<file path="config.mk">
export PLATFORM = sky130hd
export DESIGN_NAME = trace_cmd_issuer
export DESIGN_NICKNAME = d
export VERILOG_FILES = /design/src/rtl/trace_cmd_issuer.sv
export SDC_FILE = /design/constraint.sdc
export NUM_CORES = 1
export LEC_CHECK = 0
export ABC_AREA = 1
export BUFFER_PORTS_ARGS = -buffer_cell sky130_fd_sc_hd__buf_2
export CAP_MARGIN = 20
export CORE_ASPECT_RATIO = 1.1
export CORE_UTILIZATION = 35
export CTS_CLUSTER_SIZE = 30
export DETAILED_ROUTE_END_ITERATION = 10
export GPL_TIMING_DRIVEN = 0
export PLACE_DENSITY = 0.61
export SLEW_MARGIN = 20
export SYNTH_ARGS = -nofsm -noshare
export SYNTH_HDL_FRONTEND = slang
export SYNTH_SLANG_ARGS = --single-unit
</file>
<file path="constraint.sdc">
create_clock -name clk -period 3.55 [get_ports clk]
set_clock_uncertainty 0.1 [all_clocks]
set_input_delay 0.71 -clock clk [delete_from_list [all_inputs] [get_ports clk]]
set_output_delay 0.71 -clock clk [all_outputs]
set_load 0.02 [all_outputs]
</file>
<file path="src/rtl/trace_cmd_issuer.sv">
// rtl/trace_cmd_issuer.sv - trace command issuer: buffers trace entries and drives one cache command per clock
module trace_cmd_issuer #(
   parameter int         ADDR_W     = 32,
   parameter int         FIFO_DEPTH = 4,
   parameter int         PRINT_GAP  = 2,
   parameter logic [3:0] IDLE_CMD   = 4'hF
) (
   input  logic              clk,
   input  logic              rst_n,
   input  logic              start,
   input  logic              mode_in,
   input  logic              in_valid,
   output logic              in_ready,
   input  logic [3:0]        in_command,
   input  logic [ADDR_W-1:0] in_address,
   input  logic              in_last,
   output logic [3:0]        command,
   output logic [ADDR_W-1:0] address,
   output logic              mode,
   output logic              done,
   output logic              busy,
   output logic [15:0]       issued_count,
   output logic [7:0]        bad_cmd_count
);

   localparam int PW = $clog2(FIFO_DEPTH);
   localparam int EW = 4 + ADDR_W + 1;
   localparam int GW = (PRINT_GAP < 2) ? 1 : $clog2(PRINT_GAP + 1);

   typedef enum logic [1:0] {S_IDLE, S_RUN, S_GAP, S_DONE} state_t;

   state_t            state_q, state_d;
   logic [EW-1:0]     mem [FIFO_DEPTH];
   logic [PW-1:0]     wr_ptr_q, wr_ptr_d, rd_ptr_q, rd_ptr_d;
   logic [PW:0]       cnt_q, cnt_d;
   logic [3:0]        cmd_q, cmd_d;
   logic [ADDR_W-1:0] addr_q, addr_d;
   logic              mode_q, mode_d, done_q, done_d, busy_q, busy_d;
   logic              fin_q, fin_d;
   logic [GW-1:0]     gap_q, gap_d;
   logic [15:0]       issued_q, issued_d;
   logic [7:0]        bad_q, bad_d;
   logic              push, pop, empty, full;
   logic [EW-1:0]     entry;
   logic [3:0]        ent_cmd;
   logic [ADDR_W-1:0] ent_addr;
   logic              ent_last;

   function automatic logic is_legal(input logic [3:0] op);
      case (op)
         4'd0, 4'd1, 4'd2, 4'd3, 4'd4, 4'd8, 4'd9: return 1'b1;
         default:                                  return 1'b0;
      endcase
   endfunction

   assign empty    = (cnt_q == '0);
   assign full     = (cnt_q == (PW+1)'(FIFO_DEPTH));
   assign in_ready = !full;
   assign push     = in_valid && in_ready;
   assign entry    = mem[rd_ptr_q];
   assign ent_cmd  = entry[EW-1 -: 4];
   assign ent_addr = entry[ADDR_W:1];
   assign ent_last = entry[0];

   assign command       = cmd_q;
   assign address       = addr_q;
   assign mode          = mode_q;
   assign done          = done_q;
   assign busy          = busy_q;
   assign issued_count  = issued_q;
   assign bad_cmd_count = bad_q;

   // Buffer storage; contents need no reset because occupancy gates every read
   always_ff @(posedge clk) begin
      if (push) mem[wr_ptr_q] <= {in_command, in_address, in_last};
   end

   // FIFO pointer and occupancy update; pointers wrap naturally at power-of-two depth
   always_comb begin
      wr_ptr_d = wr_ptr_q;
      rd_ptr_d = rd_ptr_q;
      cnt_d    = cnt_q;
      if (push) wr_ptr_d = wr_ptr_q + PW'(1);
      if (pop)  rd_ptr_d = rd_ptr_q + PW'(1);
      if (push && !pop)      cnt_d = cnt_q + (PW+1)'(1);
      else if (!push && pop) cnt_d = cnt_q - (PW+1)'(1);
   end

   // Issue FSM next state; fin marks a popped last entry so DONE follows its issue cycle
   always_comb begin
      state_d  = state_q;
      cmd_d    = IDLE_CMD;
      addr_d   = addr_q;
      mode_d   = mode_q;
      done_d   = done_q;
      fin_d    = fin_q;
      gap_d    = gap_q;
      issued_d = issued_q;
      bad_d    = bad_q;
      pop      = 1'b0;
      case (state_q)
         S_IDLE, S_DONE: begin
            if (start) begin
               mode_d   = mode_in;
               issued_d = '0;
               bad_d    = '0;
               done_d   = 1'b0;
               fin_d    = 1'b0;
               state_d  = S_RUN;
            end
         end
         S_RUN: begin
            if (fin_q) begin
               fin_d   = 1'b0;
               done_d  = 1'b1;
               state_d = S_DONE;
            end else if (!empty) begin
               pop = 1'b1;
               if (is_legal(ent_cmd)) begin
                  cmd_d  = ent_cmd;
                  addr_d = ent_addr;
                  if (issued_q != 16'hFFFF) issued_d = issued_q + 16'd1;
               end else if (bad_q != 8'hFF) begin
                  bad_d = bad_q + 8'd1;
               end
               if (ent_last) begin
                  fin_d = 1'b1;
               end else if (ent_cmd == 4'd9 && PRINT_GAP > 0) begin
                  gap_d   = GW'(PRINT_GAP);
                  state_d = S_GAP;
               end
            end
         end
         S_GAP: begin
            gap_d = gap_q - GW'(1);
            if (gap_q <= GW'(1)) state_d = S_RUN;
         end
         default: state_d = S_IDLE;
      endcase
      busy_d = (state_d == S_RUN) || (state_d == S_GAP);
   end

   // State, FIFO pointers and registered outputs
   always_ff @(posedge clk or negedge rst_n) begin
      if (!rst_n) begin
         state_q  <= S_IDLE;
         wr_ptr_q <= '0;
         rd_ptr_q <= '0;
         cnt_q    <= '0;
         cmd_q    <= IDLE_CMD;
         addr_q   <= '0;
         mode_q   <= 1'b0;
         done_q   <= 1'b0;
         busy_q   <= 1'b0;
         fin_q    <= 1'b0;
         gap_q    <= '0;
         issued_q <= '0;
         bad_q    <= '0;
      end else begin
         state_q  <= state_d;
         wr_ptr_q <= wr_ptr_d;
         rd_ptr_q <= rd_ptr_d;
         cnt_q    <= cnt_d;
         cmd_q    <= cmd_d;
         addr_q   <= addr_d;
         mode_q   <= mode_d;
         done_q   <= done_d;
         busy_q   <= busy_d;
         fin_q    <= fin_d;
         gap_q    <= gap_d;
         issued_q <= issued_d;
         bad_q    <= bad_d;
      end
   end

endmodule

</file>
==> results of run 1 <==
[final timing paths]
check                         startpoint          endpoint  cells past startpoint
max in group asynchronous          rst_n        command[3]                      2
min in group clk           in_command[0]        mem[1][33]                      1
setup reg to reg              state_q[1]          cnt_q[2]                     13
hold / removal                     rst_n  bad_cmd_count[0]                      1
setup / recovery              state_q[1]          cnt_q[2]                     13
hold reg to reg              address[18]       address[18]                      2
[worst max-delay path, cell delays in order, from the launching register on]
cell      delay [ps]
dfrtp_1          430
inv_1             70
ha_1             170
clkbuf_2         170
inv_1             90
buf_2            250
nor2_2           120
inv_1            190
ha_1             180
inv_1             60
fa_1             380
a21oi_1          140
o21ai_0          100
xor2_1           150
[sequential cells by signal (all words and copies together) (netlist names)]
name / cells
address: 32
done: 1
gap_q: 2
wr_ptr_q: 2
issued_count: 16
fin_q: 1
busy: 1
command: 4
mode: 1
state_q: 2
rd_ptr_q: 2
mem: 148
bad_cmd_count: 8
cnt_q: 3
[area by class of cell]
cell class	instances	area, um2
fill	2431	14300
sequential	223	6330
multi-input combinational	530	2560
timing repair buffer	111	678
clock buffer	31	658
tap	346	433
clock inverter	15	263
buffer	37	178
inverter	32	120
antenna	3	7.51
[per-layer routing]
| metal | up-vias | share of wire | track usage |
|---|---|---|---|
| li1 | 3074 | - | - |
| met1 | 3000 | 0.43 | 0.198 |
| met2 | 148 | 0.49 | 0.274 |
| met3 | 34 | 0.056 | 0.0360 |
| met4 | 6 | 0.020 | 0.0409 |
| met5 | - | 0.0016 | 0 |
[metrics by stage]
step	setup slack [ps]	power, mW
finish	828	10.4
global route	592	11.1
CTS	819	10.6
detailed placement	819	7.66
global placement	-918	7.51
floorplan	579	6.33
[cell usage after synthesis (2+ instances only)]
| cell type | n |
|---|---|
| inv_2 | 3 |
| nand2_2 | 2 |
| o21ai_1 | 12 |
| dfrtp_1 | 71 |
| nand3_1 | 27 |
| dfstp_2 | 4 |
| xnor2_1 | 2 |
| o21ai_2 | 2 |
| buf_6 | 2 |
| nand4_1 | 4 |
| or2_2 | 5 |
| a21oi_1 | 6 |
| o21ai_0 | 71 |
| nor2_1 | 102 |
| nand2_1 | 223 |
| xor2_1 | 23 |
| edfxtp_1 | 148 |
| inv_1 | 29 |
| clkbuf_1 | 22 |
| buf_4 | 3 |
| buf_2 | 9 |
| ha_1 | 9 |
| o22ai_1 | 32 |
[power groups by stage]
stage / registers [mW] / logic [mW] / clock network (mW)
4_1_cts: 3.75 / 3.88 / 2.92
6_report: 3.75 / 3.82 / 2.86
3_5_place_dp: 3.80 / 3.86 / 0
3_3_place_gp: 3.82 / 3.69 / 0
2_1_floorplan: 4.06 / 2.26 / 0
5_1_grt: 3.81 / 4.28 / 3.02
[kinds of logic (layout without fill, tap and decap cells)]
kind of cell,Yosys count,count (layout),synth area share
compound gates,124,124,0.0747
xor+xnor,25,25,0.0239
fa+ha+maj,10,10,0.0145
buf+inv,69,226,0.0325
flops,223,223,0.691
other cells,0,3,0
simple gates,371,371,0.164
==> reports/metrics.cfg, run 1 <==
[status]
status = finished clean

[pwr]
leakage_nw = 4.69
p_comb_frac = 0.366
power.switching_mw = 3.93
p_int_mw = 6.49
p_clk_frac = 0.274
ir_drop_mv = 0.561
p_per_area_mw_per_mm2 = 929
seqPwrFrac = 0.360
power_switching_share = 0.377

[yosys]
synth-async-reset-ratio = 0.336
ys_types = 34
syn_avg_cell_area_um2 = 11.1
synth_area_mm2 = 0.00916
syn_nets = 874
synth_top_area_cell = edfxtp_1
synthCells = 822
synth-edff-count = 148
ys_seq_area_frac = 0.691
yosys_register_bits = 223
ys.warnings.count = 0
synth_area_leaders = edfxtp_1 (49%), dfrtp_1 (19%), nand2_1 (9.1%)
yosys_most_used_dff = edfxtp_1
synth_top_area_frac = 0.485

[floorplanning]
die_x_um = 156
io_pins = 106
die-area_mm2 = 0.0268
row_count = 61
initial_utilization = 0.359
coreArea_mm2 = 0.0255
dieHeight_um = 172

[timing]
fin_setup_tns_ps = 0
hold-worst-slack_ps = 39.9
drv_slew = 0
max_slew_margin = 0.479
hold_violations = 0
fmax_mhz = 367
setup_viol = 0
rsz0062_at_grt = no
tightest_slew_ps = 780
fin_crit_sh = 0.767
min_period_ps = 2720

[final_layout]
final_nets = 1012
post-route-util = 0.440
drive_gt1_frac = 0.194
mostFrequentLayoutCells = nand2_1 (223), edfxtp_1 (148), buf_2 (113), nor2_1 (98)
design_area_mm2 = 0.0112
final_common_cell = nand2_1
area_delta_synth_final_pct = 22.6
fin_cells = 1328

[place]
dp_cells = 1279
place_congestion = 0.793
io_buffers = 105
dp_hpwl_um = 13900
post_dp_cell_area_mm2 = 0.0103

[flow_run]
max_cap_viol_count = 0

[min_path]
hp-class = input port to asynchronous set/reset pin

[critical_path]
path_max_fanout = 10
rrSetupSlack_ps = 830
required_ps = 3850
crit_path_end_kind = flip-flop
path_class = flip-flop to flip-flop
arrival_ps = 3030
start_kind = flip-flop

[routing]
num_vias = 6262
wire_per_inst_um = 15.8
ant_nets = 0
drtIter0Drc = 340
routed_wl_um = 21000
drc = 0
vias_per_cell = 4.72
drt-pass1-iter-count = 5

[global_routing]
grt_pass1_vias = 6125
grt_max_degree = 43
track_usage = 0.158
grt-ovfl-total = 0
grt_pass1_wl_um = 32700
antenna_found_initial = 5

[cts]
cts_tree = done
clk_pin_slew_ps = 60
clock-root-buffer = clkbuf_16
insertion_delay_ps = 530
cts.sinks = 223
clock_path_buffers = 3
cts_hold_buf = 0
htree_levels = 1
ctsResizeCount = 0
numCtsBuffers = 25
post_cts_buffers = 0

No activity file was read; power rests on OpenSTA's default activity.
==> run 2, diff against run 1 <==
Settings changed: ABC_AREA 1 to 0, PLACE_DENSITY 0.61 to 0.63.
Clock period 3.55 ns to 2.3 ns, I/O delays scaled along.
==> reports/metrics.cfg, run 2 <==
[timing]
drv_slew = 0  ; unchanged
fin_crit_sh = 1.06  ; +0.298
setup_slack_ps = -149  ; -976 ps
hold_violations = 0  ; unchanged
rsz0062_at_grt = yes
min_period_ps = 2450  ; -274 ps
max_slew_margin = 0.505  ; +0.0263
setup_viol = 40  ; +40
fin_setup_tns_ps = -3410  ; -3410 ps
tightest_slew_ps = 742  ; -37.6 ps
fmax_mhz = 408  ; +11%

[routing]
drtIter0Drc = 211  ; -38%
vias_per_cell = 5.12  ; +8.5%
drt-pass1-iter-count = 4  ; -1
routed_wl_um = 18800  ; -11%
num_vias = 5039  ; -20%
drc = 0  ; unchanged
ant_nets = 0  ; unchanged
wire_per_inst_um = 19.1  ; +20%

[global_routing]
grt_max_degree = 50  ; +16%
track_usage = 0.145  ; -0.0126
antenna_found_initial = 3  ; -2
grt-ovfl-total = 0  ; unchanged
grt_pass1_wl_um = 29200  ; -10%
grt_pass1_vias = 5280  ; -14%

[critical_path]
required_ps = 2630  ; -1220 ps
crit_path_end_kind = flip-flop
path_cells = buf_12 -> mux4_2 -> nor3_4 -> o21bai_2 -> o21a_1 -> buf_6 -> or4_4 -> a21oi_2
rrSetupSlack_ps = -150  ; -980 ps
slowest_stage = mux4_2
start_kind = flip-flop
path_max_fanout = 7  ; -3
startpoint = rd_ptr_q[0]
arrival_ps = 2780  ; -250 ps
max_stage_delay_ps = 560  ; +130 ps
r2r_cells = 8  ; -5
cp-endpoint = issued_count[6]
path_class = flip-flop to flip-flop
r2r-start = rd_ptr_q[0]
reg2reg_to = issued_count[6]

[final_layout]
mostFrequentLayoutCells = edfxtp_1 (148), buf_2 (104), dfrtp_1 (66), mux4_2 (37), mux2_2 (34)
largest_reg_flops = 148  ; unchanged
drive_gt1_frac = 0.440  ; +0.246
final_nets = 709  ; -30%
design_area_mm2 = 0.0111  ; -1.0%
diodes = 0  ; -3
fillCellCount = 2132  ; -12%
final_common_cell = edfxtp_1
largest-register = mem
fin_cells = 985  ; -26%
area_delta_synth_final_pct = 25.1

[cts]
clock_path_buffers = 3  ; unchanged
cts.sinks = 223  ; unchanged
htree_levels = 1  ; unchanged
numCtsBuffers = 24  ; -4.0%
insertion_delay_ps = 530  ; about the same
cts_tree = done
clk_pin_slew_ps = 60  ; about the same
clock-root-buffer = clkbuf_16

[status]
violations = negative setup slack
status = finished, violations left

[pwr]
ir_drop_mv = 0.821  ; +46%
p_per_area_mw_per_mm2 = 1400  ; +51%
leakage_nw = 4.18  ; -11%

[yosys]
yosys_most_used_dff = edfxtp_1
synth_area_leaders = edfxtp_1 (50%), dfrtp_1 (20%), mux4_2 (9.4%)
synth_top_area_cell = edfxtp_1
syn_avg_cell_area_um2 = 17.4  ; +56%
synth_area_mm2 = 0.00888  ; -3.0%
ys_seq_area_frac = 0.712  ; +0.0212
synth-edff-count = 148  ; unchanged
synthMostInstantiatedCell = edfxtp_1
synth_top_area_frac = 0.500  ; +0.0149
ys.warnings.count = 0  ; unchanged
syn_nets = 563  ; -36%
ys_types = 49  ; +44%
synth-async-reset-ratio = 0.336  ; unchanged
synthTopCellsByCount = edfxtp_1 (148), dfrtp_1 (71), mux4_2 (37), mux2_2 (34), nor2_1 (26)
synthCells = 511  ; -38%
yosys_register_bits = 223  ; unchanged

[flow_run]
max_cap_viol_count = 0  ; unchanged

[floorplanning]
dieHeight_um = 169  ; -1.5%
initial_utilization = 0.360  ; +0.000494
die_x_um = 154  ; -1.5%
die-area_mm2 = 0.0260  ; -2.9%
row_count = 60  ; -1.6%
io_pins = 106  ; unchanged
coreArea_mm2 = 0.0247  ; -3.1%

[place]
post_dp_cell_area_mm2 = 0.00991  ; -3.7%
dp_cells = 931  ; -27%
place_congestion = 0.880  ; +11%
dp_hpwl_um = 12100  ; -13%
io_buffers = 105  ; unchanged

[min_path]
hp-class = input port to flip-flop

==> run 2: changes by cell type after synthesis, sizes merged, moves of 21 or more <==
| cell | previous run | this run |
|---|---|---|
| mux2 | 0 | 34 |
| inv | 32 | 11 |
| nor2 | 104 | 26 |
| o22ai | 32 | 1 |
| o21ai | 85 | 8 |
| nand2 | 226 | 25 |
| mux4 | 0 | 37 |
==> run 2: layer usage <==
metal | part of all wire | global-route usage | vias to the layer above
met4 | 0.020 | 0.0348 | 4
met5 | 0.0011 | 0 | -
met2 | 0.51 | 0.254 | 147
met1 | 0.41 | 0.177 | 2589
li1 | - | - | 2262
met3 | 0.063 | 0.0410 | 37
==> run 2: metrics by stage <==
step                 util  worst slack, ps  power, mW  hold WS, ps
global placement    0.397             -564       10.9          385
detailed placement  0.401             -457       11.1          392
floorplan               -            -16.3       9.49         64.4
finish              0.450             -149       15.6         38.5
CTS                 0.442             -165       15.4         18.8
global route        0.450             -223       16.4         17.6
==> run 2: kinds of logic after synthesis <==
kind of cell | count (synthesis) | share of synthesized area
mux | 73 | 0.139
fa+ha+maj | 10 | 0.0149
xor+xnor | 19 | 0.0187
simple gates | 115 | 0.0666
buf+inv | 31 | 0.0162
compound gates | 40 | 0.0324
flops | 223 | 0.712
==> run 2: how the worst min path moves through the flow <==
stage                               from    endpoint  slack, ps  cells after the start
after floorplan                    rst_n  address[0]         60                      0
after global placement          gap_q[0]    gap_q[0]        380                      1
after detailed placement      address[9]  address[9]        390                      1
after CTS                 in_address[13]  mem[2][14]         20                      1
after global routing      in_address[29]  mem[3][30]         20                      1
final                     in_address[13]  mem[2][14]         40                      1
==> run 2: critical path: cells and delay by family, from the launching register on <==
kind	cells	cell delay, ps
mux	1	560
flops	1	420
buf+inv	2	270
compound gates	3	450
simple gates	2	570
==> run 2: timing repair <==
item,CTS,global route
endpoints found under the setup margin,65,61
pin swaps,9,15
hold buffers,1,0
gates resized for setup,30,34
buffers inserted,9,5
hold endpoints to repair,44,0
==> run 2: layout make-up <==
cell class,instances,area [um2],share of cell area
tap,310,388,0.0349
clock inverter,12,159,0.0143
multi-input combinational,257,2650,0.238
buffer,15,116,0.0105
timing repair buffer,125,785,0.0706
inverter,11,41.3,0.00372
sequential,223,6330,0.570
clock buffer,32,641,0.0577
==> run 2: power by group <==
part | leakage (nW) | internal, mW | switching [mW] | total [mW]
Sequential | 2.28 | 5.43 | 0.507 | 5.93
Combinational | 1.50 | 2.61 | 3.15 | 5.76
Clock | 0.394 | 2.31 | 1.56 | 3.86
